File: src/rtl/sum_acc_pkg.sv
// Shared definitions for the sum accumulator: FSM state encoding and
// default parameter values used by the accumulator and its saturating adder.
package sum_acc_pkg;

   typedef enum logic [1:0] {
      IDLE  = 2'd0,
      ACCUM = 2'd1,
      DONE  = 2'd2
   } state_e;

   localparam int DEF_WIDTH = 8;
   localparam int DEF_ACC_W = 16;
   localparam int DEF_CNT_W = 4;

endpackage

File: src/rtl/sat_add.sv
// Saturating adder: adds an unsigned IN_W-bit value to an ACC_W-bit
// accumulator, clamping to the all-ones maximum and flagging the clamp.
module sat_add #(
   parameter int ACC_W = 16,
   parameter int IN_W  = 9
) (
   input  logic [ACC_W-1:0] acc_i,
   input  logic [IN_W-1:0]  val_i,
   output logic [ACC_W-1:0] sum_o,
   output logic             ovf_o
);

   logic [ACC_W:0] wideSum;

   // Compute the sum one bit wider than the accumulator; the top bit is
   // the overflow indicator and forces the result to the maximum value.
   always_comb begin
      wideSum = {1'b0, acc_i} + {{(ACC_W - IN_W + 1){1'b0}}, val_i};
      ovf_o   = wideSum[ACC_W];
      sum_o   = wideSum[ACC_W] ? {ACC_W{1'b1}} : wideSum[ACC_W-1:0];
   end

endmodule

File: src/rtl/sum_accumulator.sv
// Burst accumulator for adder results. A start pulse in IDLE launches a
// burst of len samples, each {carry_in, sum_in}, summed with saturation.
// The result is then held on a valid/ready output handshake.
module sum_accumulator
   import sum_acc_pkg::*;
#(
   parameter int WIDTH = DEF_WIDTH,
   parameter int ACC_W = DEF_ACC_W,
   parameter int CNT_W = DEF_CNT_W
) (
   input  logic             clk,
   input  logic             rst,
   input  logic             start,
   input  logic [CNT_W-1:0] len,
   input  logic             in_valid,
   output logic             in_ready,
   input  logic [WIDTH-1:0] sum_in,
   input  logic             carry_in,
   output logic             out_valid,
   input  logic             out_ready,
   output logic [ACC_W-1:0] out_total,
   output logic [CNT_W-1:0] out_count,
   output logic             out_ovf,
   output logic             busy
);

   state_e           state_q, state_d;
   logic [ACC_W-1:0] acc_q, acc_d;
   logic [CNT_W-1:0] cnt_q, cnt_d;
   logic [CNT_W-1:0] len_q, len_d;
   logic             ovf_q, ovf_d;
   logic             inReady_q, outValid_q, busy_q;

   logic [WIDTH:0]   sampleVal;
   logic [ACC_W-1:0] addSum;
   logic             addOvf;
   logic [CNT_W-1:0] cntInc;
   logic             sampleAccept;

   assign sampleVal    = {carry_in, sum_in};
   assign cntInc       = cnt_q + {{(CNT_W-1){1'b0}}, 1'b1};
   assign sampleAccept = in_valid & inReady_q;

   sat_add #(
      .ACC_W (ACC_W),
      .IN_W  (WIDTH + 1)
   ) u_satAdd (
      .acc_i (acc_q),
      .val_i (sampleVal),
      .sum_o (addSum),
      .ovf_o (addOvf)
   );

   // Next-state logic: start a burst from IDLE, accumulate accepted samples
   // until the latched length is reached, then wait for the output handshake.
   always_comb begin
      state_d = state_q;
      acc_d   = acc_q;
      cnt_d   = cnt_q;
      len_d   = len_q;
      ovf_d   = ovf_q;
      case (state_q)
         IDLE: begin
            if (start) begin
               acc_d   = '0;
               cnt_d   = '0;
               ovf_d   = 1'b0;
               len_d   = len;
               state_d = (len == '0) ? DONE : ACCUM;
            end
         end
         ACCUM: begin
            if (sampleAccept) begin
               acc_d = addSum;
               ovf_d = ovf_q | addOvf;
               cnt_d = cntInc;
               if (cntInc == len_q) begin
                  state_d = DONE;
               end
            end
         end
         DONE: begin
            if (out_ready) begin
               state_d = IDLE;
            end
         end
         default: state_d = IDLE;
      endcase
   end

   // State and datapath registers; handshake outputs are registered decodes
   // of the next state so they never depend combinationally on inputs.
   always_ff @(posedge clk or posedge rst) begin
      if (rst) begin
         state_q    <= IDLE;
         acc_q      <= '0;
         cnt_q      <= '0;
         len_q      <= '0;
         ovf_q      <= 1'b0;
         inReady_q  <= 1'b0;
         outValid_q <= 1'b0;
         busy_q     <= 1'b0;
      end else begin
         state_q    <= state_d;
         acc_q      <= acc_d;
         cnt_q      <= cnt_d;
         len_q      <= len_d;
         ovf_q      <= ovf_d;
         inReady_q  <= (state_d == ACCUM);
         outValid_q <= (state_d == DONE);
         busy_q     <= (state_d != IDLE);
      end
   end

   assign in_ready  = inReady_q;
   assign out_valid = outValid_q;
   assign busy      = busy_q;
   assign out_total = acc_q;
   assign out_count = cnt_q;
   assign out_ovf   = ovf_q;

endmodule

File: config.mk
export PLATFORM = sky130hd
export DESIGN_NAME = sum_accumulator
export DESIGN_NICKNAME = d
export VERILOG_FILES = /design/src/rtl/sum_acc_pkg.sv /design/src/rtl/sat_add.sv /design/src/rtl/sum_accumulator.sv
export SDC_FILE = /design/constraint.sdc
export NUM_CORES = 1
export LEC_CHECK = 0
export CAP_MARGIN = 20
export CORE_MARGIN = 10
export CORE_UTILIZATION = 50
export DETAILED_ROUTE_END_ITERATION = 8
export PLACE_DENSITY = 0.83
export SLEW_MARGIN = 10
export SYNTH_ARGS = -nofsm -noshare
export SYNTH_HDL_FRONTEND = slang
export SYNTH_SLANG_ARGS = --single-unit
export TNS_END_PERCENT = 20
File: constraint.sdc
create_clock -name clk -period 5.9 [get_ports clk]
set_input_delay 1.77 -clock clk [delete_from_list [all_inputs] [get_ports clk]]
set_output_delay 1.77 -clock clk [all_outputs]
set_load 0.02 [all_outputs]
# --- Yosys cells after proc, flatten, opt, wreduce, memory -nomap -nowiden ---
# Cells that the tools add are included.
classes:
  n_addsub: 2
  n_eq_ne: 7
  n_mux: 16
  bitwise_logic: 2
  n_reduce_logical: 6
ops:
  columns: ["op", "n"]
  rows:
  - ["$mux 16", 3]
  - ["$pmux 16 s2", 1]
  - ["$add 16x9->17", 1]
  - ["$mux 2", 5]
  - ["$mux 4", 2]
  - ["$pmux 4 s2", 1]
  - ["$pmux 2 s3", 1]
  - ["$add 4x1->4 const B", 1]
  - ["$eq 2x1->1 const B", 2]
  - ["$eq 2x2->1 const B", 2]
  - ["$eq 4x4->1", 1]
  - ["$logic_not 4->1", 1]
  - ["$ne 2x2->1 const B", 2]
  - ["$reduce_bool 2->1", 2]
  - ["$reduce_and 3->1", 1]
  - ["$logic_not 2->1", 1]
  - ["$mux 1", 2]
  - ["$pmux 1 s2", 1]
  - ["$reduce_and 2->1", 1]
  - ["$and 1x1->1", 1]
  - ["$or 1x1->1", 1]
word_totals:
  reg_bits: 30
  inputBits: 18
  output_inout_bits: 24
  wordCells: 41

# --- Longest topological paths before layout ---
# Gate-level depths: netlist of the first run.
logic_depth:
  word_depth: 6
  ltp_mapped: 8
  depth_no_buf: 7

# --- By module ---
# From an unflattened synthesis of the first run, not the netlist that was laid out.
unflattened:
  hier_cells: 182
  hier_area_um2: 1914.3
modules_own_cells:
  columns: ["module", "n_inst", "cells_per_inst", "area_each_um2", "seq_area_each_um2"]
  rows:
  - ["sum_accumulator", 1, 90, 1275.0, 750.7]
  - ["sat_add", 1, 92, 639.4, 0.0]

# --- Worst setup path before layout of the first run ---
# No wires, ideal clock.
synth_timing:
  path_type: "input to register"
  start: "in sum_in[0]"
  end: "reg acc_q[13], in the netlist out_total[13]"
  setup_time_ps: 128
  arrival_ps: 3603
  required_ps: 5772
  slack_ps: 2169
  stages: 8
  path_buffers: 1
  path_cell_list: "ha_1 > fa_1 > a211oi_2 > nor2_1 > a221o_1 > buf_6 > a222oi_1 > nand2_1"
synth_between:
  elab_chain_len: 4
synth_lines:
  columns: ["element", "line", "rtl"]
  rows:
  - ["start: declaration", "sum_accumulator.sv:17", "input logic [WIDTH-1:0] sum_in,"]
  - ["$add 16x9->17", "sat_add.sv:18", "wideSum = {1'b0, acc_i} + {{(ACC_W - IN_W + 1){1'b0}}, val_i};"]
  - ["$mux 16", "sat_add.sv:20", "sum_o = wideSum[ACC_W] ? {ACC_W{1'b1}} : wideSum[ACC_W-1:0];"]
  - ["$mux 16", "sum_accumulator.sv:73", "if (sampleAccept) begin"]
  - ["$pmux 16 s2", "sum_accumulator.sv:62", "case (state_q)"]
  - ["end signal: assignment", "sum_accumulator.sv:96", "acc_q <= '0;"]
  - ["end signal: assignment", "sum_accumulator.sv:105", "acc_q <= acc_d;"]
  - ["end: declaration", "sum_accumulator.sv:28", "logic [ACC_W-1:0] acc_q, acc_d;"]
# Every way passes these cells. The select of a mux whose other input is x is not followed.
# A chain may end at the register's enable or synchronous reset.

# --- Worst setup path in the final report of the first run ---
layout_timing:
  start: "in sum_in[0]"
  end: "reg acc_q[15], in the netlist out_total[15]"
# Same word-level chain as after synthesis.

==> reports/qor.yml, run 1 <==
status: "finished, final reports clean"
yosys-top-cells-area: "dfrtp_1, ha_1, a21oi_1, nand2_1, xor2_1"
fp.coreArea_um2: 3420
synthCells: 190
ant_nets: 0
num_rows: 21
routedWlPerCell_um: 16.6
area_delta_synth_final_pct: 26.9
synthXorXnorAreaFrac_pct: 4.83
startpoint_type: "primary input"
hold_path_class: "reg2reg"
grt_max_degree: 31
hold_path_depth: 2
synth_warnings: 0
grt-ovfl-total: 0
drive_gt1_share_pct: 6.09
vias: 1656
routed_wl_mm: 4.58
yosys.area_share.simple_pct: 16.6
tritoncts: "built"
synth_top_cell_area_share_pct: 41.4
cts_root_buf: "clkbuf_4"
yosysMostFrequentCell: "dfrtp_1"
cp-end-kind: "flop"
cp_max_fo: 13
synth_edf_count: 0
crit_type: "in2reg"
fp.dieArea_um2: 6440
synth-async-reset-ratio_pct: 100
cp.required_ns: 6.13
holdBufCountCts: 0
r2r_slack_ns: 3.28
place_congestion: 0.841
p_leak_nw: 0.948
grt_usage_pct: 14.6
die_y_um: 80.2
worstReg2RegEnd: "out_total[15]$_DFFE_PP0P_"
final_cell_area_um2: 2300
p_per_area_nw_per_um2: 490
port_buffers: 41
cts.clk_slew.worst_paths_ns: 0.09
antenna_found_initial: 0
setup_viol: 0
syn_area_um2: 1810
fmax_ghz: 0.246
finalHoldViolCount: 0
synthTopCellsByCount: "dfrtp_1, nand2_1, a21oi_1"
start_util_pct: 53.1
yosys.area.top_type: "dfrtp_1"
nets: 260
remaining_drc_errors: 0
cts_setup_buffers: 0
fillCellCount: 285
io_pins: 42
fin_tns_setup_ns: 0
max_slew_margin_pct: 50.8
post_dp_cell_area_um2: 2250
viasPerCell: 6.00
multi_input_area_um2: 1000
synthAdderAreaFrac_pct: 8.00
max_stage_delay_ns: 0.52
timing.final.crit_period_ns: 4.06
tightest_slew_ns: 0.738
grt_pass1_vias: 1647
pre_cts_ws_ns: 1.51
avgSynthCellArea_um2: 9.55
crit_chain: "clkdlybuf4s50_1 -> ha_1 -> fa_1 -> a211oi_2 -> nor2_1 -> a221o_1 -> o31a_1 -> o22a_1"
ys_ff_latch: 30
clk-insertion-delay-late_ns: 0.33
cts_resized: 0
drtPass1Iterations: 4
worst_slack_ns: 1.84
final_core_util_pct: 67.4
fin_skew_ns: 0.00463
rsz0062_at_grt: "no"
ir_worst_vdd_uv: 251
arrival_ns: 4.29
grt_pass1_wl_mm: 7.57
drt_iter0_markers: 123
cts_max_path_buffers: 2
synth-compound-area-share_pct: 22.8
dp_hpwl_mm: 3.40
diodes: 0
final_max_slew_viol_count: 0
critPathSlowestCell: "a221o_1"
maxCapViolCount: 0
htree_levels: 2
hold_start: "out_ovf$_DFFE_PP0P_"
min_period_over_period_pct: 68.8
cts_made_buffers: 5
syn-num-nets: 219
cts.sinks: 30
synth_ff_type: "dfrtp_1"
regArea_um2: 751
min_to: "out_ovf$_DFFE_PP0P_"
r2r-start: "out_total[0]$_DFFE_PP0P_"
die_x_um: 80.2
synth_top_family_by_area: "compound AO/OA/AOI/OAI gates"
reg2reg_depth: 7
yosysSeqAreaShare_pct: 41.4
muxShareOfSynthArea_pct: 3.03
post_synth_num_cell_types: 52
[flip-flops by register name (all words and copies together) (netlist names)]
name / cells
in_ready: 1
busy: 1
out_valid: 1
out_ovf: 1
state_q: 2
out_count: 4
out_total: 16
len_q: 4
[placed cells by master, fill, tap and decap left out, types with 3 or more instances in the layout]
| cell type | n |
|---|---|
| o21ai_1 | 5 |
| xnor2_1 | 4 |
| nand2_1 | 16 |
| xor2_1 | 6 |
| nor2_1 | 9 |
| clkbuf_4 | 5 |
| a211oi_1 | 4 |
| o211ai_1 | 5 |
| or3_1 | 3 |
| o21ai_0 | 8 |
| nand3_1 | 8 |
| dfrtp_1 | 30 |
| ha_1 | 10 |
| mux2_2 | 4 |
| a31oi_1 | 3 |
| nor3_1 | 8 |
| a21oi_1 | 13 |
| clkdlybuf4s50_1 | 41 |
| inv_1 | 6 |
[power by group]
part | switching, W | internal [W]
combinational | 0.000361 | 0.000294
clock | 0.0000680 | 0.0000536
sequential | 0.0000752 | 0.000278
total | 0.000504 | 0.000625
[area by class of cell]
type                            instances  area share [%]
Tap cell                               46            2.50
Clock buffer                            6            2.23
Timing Repair Buffer                   42            18.2
Sequential cell                        30            32.6
Inverter                                6           0.978
Multi-Input combinational cell        146            43.5
[worst max-delay path, delay by kind of cell]
family                     cells  cell delay (ns)
buffers and inverters          1             0.41
and+or+nand+nor                1             0.11
adders and majority gates      2             0.67
AOI/OAI and AO/OA              4             1.34
[through the flow]
stage	total power [W]	std cells	hold slack [ns]
5_1_grt	0.00121	276	0.560
2_1_floorplan	0.000789	190	0.501
6_report	0.00113	276	0.537
3_5_place_dp	0.00101	270	0.510
3_3_place_gp	0.000990	270	0.499
4_1_cts	0.00113	276	0.538
[metal layers]
metal | up-vias | part of all wire, % | GRT usage (%)
met4 | 0 | 1.8 | 6.51
met5 | - | 0 | 0
met3 | 10 | 6.6 | 4.45
met2 | 59 | 49 | 24.4
met1 | 787 | 43 | 16.7
li1 | 800 | - | -
[cells by family (layout without fill, tap and decap cells)]
logic type	Yosys count	count (layout)
XOR/XNOR	10	10
adder cells (fa/ha/maj)	11	11
AND/OR/NAND/NOR	59	59
AO/OA/AOI/OAI	61	61
buffers and inverters	14	54
flip-flops	30	30
multiplexers	5	5
[worst max-delay path by stage]
stage / from / to / cells after the start
6_report: sum_in[0] / out_total[15]$_DFFE_PP0P_ / 8
5_1_grt: sum_in[0] / out_total[15]$_DFFE_PP0P_ / 8
3_5_place_dp: sum_in[0] / out_total[15]$_DFFE_PP0P_ / 8
4_1_cts: sum_in[0] / out_total[15]$_DFFE_PP0P_ / 8
2_1_floorplan: sum_in[0] / out_total[13]$_DFFE_PP0P_ / 8
3_3_place_gp: sum_in[0] / out_total[15]$_DFFE_PP0P_ / 8
Note: power is estimated with default switching activity, not from simulation.
==> run 2: changes to the inputs <==
--- a/config.mk
+++ b/config.mk
@@ -7,9 +7,9 @@
 export LEC_CHECK = 0
 export CAP_MARGIN = 20
 export CORE_MARGIN = 10
-export CORE_UTILIZATION = 50
+export CORE_UTILIZATION = 45
 export DETAILED_ROUTE_END_ITERATION = 8
-export PLACE_DENSITY = 0.83
+export PLACE_DENSITY = 0.79
 export SLEW_MARGIN = 10
 export SYNTH_ARGS = -nofsm -noshare
 export SYNTH_HDL_FRONTEND = slang
==> constraint.sdc (replaced) <==
create_clock -name clk -period 3.3 [get_ports clk]
set_input_delay 0.99 -clock clk [delete_from_list [all_inputs] [get_ports clk]]
set_output_delay 0.99 -clock clk [all_outputs]
set_load 0.02 [all_outputs]
==> reports/qor.yml, run 2 (synthesized netlist as in run 1, its figures left out) <==
timing.final.crit_period_ns: 3.20
drive_gt1_share_pct: 10.0
worst_slack_ns: 0.0984
cts_setup_buffers: 0
fmax_ghz: 0.312
maxCapViolCount: 0
min_period_over_period_pct: 97.0
vias: 1654
holdBufCountCts: 0
routedWlPerCell_um: 16.2
crit_type: "in2reg"
area_delta_synth_final_pct: 33.7
die_y_um: 83.5
grt_usage_pct: 13.0
final_max_slew_viol_count: 0
num_rows: 23
status: "finished, final reports clean"
reg2reg_depth: 7
final_cell_mix: "clkdlybuf4s50_1, dfrtp_1, nand2_1"
rsz0062_at_grt: "no"
cts_made_buffers: 5
io_pins: 42
arrival_ns: 3.37
cts_max_path_buffers: 2
drt_iter0_markers: 100
finalHoldViolCount: 0
port_buffers: 41
place_congestion: 0.850
grt-ovfl-total: 0
cts_root_buf: "clkbuf_8"
pre_cts_ws_ns: -0.145
startpoint_type: "primary input"
setup_viol: 0
htree_levels: 2
grt_max_degree: 31
fillCellCount: 323
finalPower_w: 0.00218
tightest_slew_ns: 0.671
cts.clk_slew.worst_paths_ns: 0.07
grt_pass1_wl_mm: 7.70
cp-end-kind: "flop"
cts.sinks: 30
ant_nets: 0
fp.coreArea_um2: 3940
cp-endpoint: "out_total[15]$_DFFE_PP0P_"
fin_tns_setup_ns: 0
final_common_cell: "clkdlybuf4s50_1"
hold_path_class: "reg2reg"
nets: 268
dp_hpwl_mm: 3.46
antenna_found_initial: 0
max_slew_margin_pct: 54.9
worstReg2RegEnd: "out_total[15]$_DFFE_PP0P_"
p_per_area_nw_per_um2: 897
fp.dieArea_um2: 6970
routed_wl_mm: 4.70
r2r_slack_ns: 0.83
ir_worst_vdd_uv: 408
final_cell_area_um2: 2430
viasPerCell: 5.70
remaining_drc_errors: 0
clk-insertion-delay-late_ns: 0.28
p_leak_nw: 1.02
start_util_pct: 46.0
cts_resized: 0
cp.required_ns: 3.46
grt_pass1_vias: 1587
post_dp_cell_area_um2: 2320
final_core_util_pct: 61.5
die_x_um: 83.5
drtPass1Iterations: 4
startpoint: "sum_in[0]"
diodes: 0
cp_max_fo: 6
fin_skew_ns: 0.00620
r2r-start: "out_total[0]$_DFFE_PP0P_"
largest_reg_flops: 16
tritoncts: "built"
-- run 2: cell types whose count changed in the layout (fill, tap and decap cells not counted) --
| cell | before | now |
|---|---|---|
| buf_4 | 1 | 9 |
| clkbuf_4 | 5 | 0 |
| clkbuf_8 | 1 | 8 |
-- run 2: how the worst min path moves through the flow --
stage,depth (start not counted),slack (ns),start,endpoint
floorplan,1,0.50,len_q[2]$_DFFE_PP0P_,len_q[2]$_DFFE_PP0P_
global placement,2,0.50,out_ovf$_DFFE_PP0P_,out_ovf$_DFFE_PP0P_
detailed placement,2,0.51,out_total[0]$_DFFE_PP0P_,out_total[0]$_DFFE_PP0P_
CTS,2,0.53,out_total[0]$_DFFE_PP0P_,out_total[0]$_DFFE_PP0P_
global route,2,0.55,out_ovf$_DFFE_PP0P_,out_ovf$_DFFE_PP0P_
finish,2,0.52,out_total[0]$_DFFE_PP0P_,out_total[0]$_DFFE_PP0P_
-- run 2: critical path, stage by stage --
cell             delay, ns
clkdlybuf4s50_1       0.41
ha_1                  0.22
fa_1                  0.41
a211oi_2              0.32
nor2_1                0.11
a221o_1               0.42
o31a_1                0.30
o22a_1                0.19
-- run 2: stage by stage --
stage,instances,hold WS (ns)
2_1_floorplan,190,0.501
3_3_place_gp,282,0.497
3_5_place_dp,282,0.515
4_1_cts,290,0.530
5_1_grt,290,0.551
6_report,290,0.517
-- run 2: final cells by class --
cell class              count  area, um2  share of cell area, %
multi-input cells         146       1000                   41.3
clock buffers               8        110                   4.54
inverters                   6       22.5                  0.928
well taps                  50       62.6                   2.58
flip-flops and latches     30        751                   30.9
repair buffers             50        478                   19.7
-- run 2: report_power, final --
group / internal, W / leakage [nW] / switching, W / total, W
Clock: 0.000210 / 0.0575 / 0.000137 / 0.000348
Sequential: 0.000495 / 0.377 / 0.000127 / 0.000622
Combinational: 0.000569 / 0.582 / 0.000638 / 0.00121
-- run 2: layer usage --
metal | global-route usage [%] | wire, um | vias up
met3 | 4.98 | 318 | 5
met5 | 0 | 0 | -
met4 | 3.81 | 37 | 0
met1 | 15.2 | 2050 | 789
met2 | 21.3 | 2300 | 46
li1 | - | - | 814
==> run 3: changes to the inputs <==
--- a/config.mk
+++ b/config.mk
@@ -5,6 +5,7 @@
 export SDC_FILE = /design/constraint.sdc
 export NUM_CORES = 1
 export LEC_CHECK = 0
+export ABC_CLOCK_PERIOD_IN_PS = 3300
 export CAP_MARGIN = 20
 export CORE_MARGIN = 10
 export CORE_UTILIZATION = 45
==> results of run 3 <==
The final DEF is identical to that of run 2; final timing and power are the same.
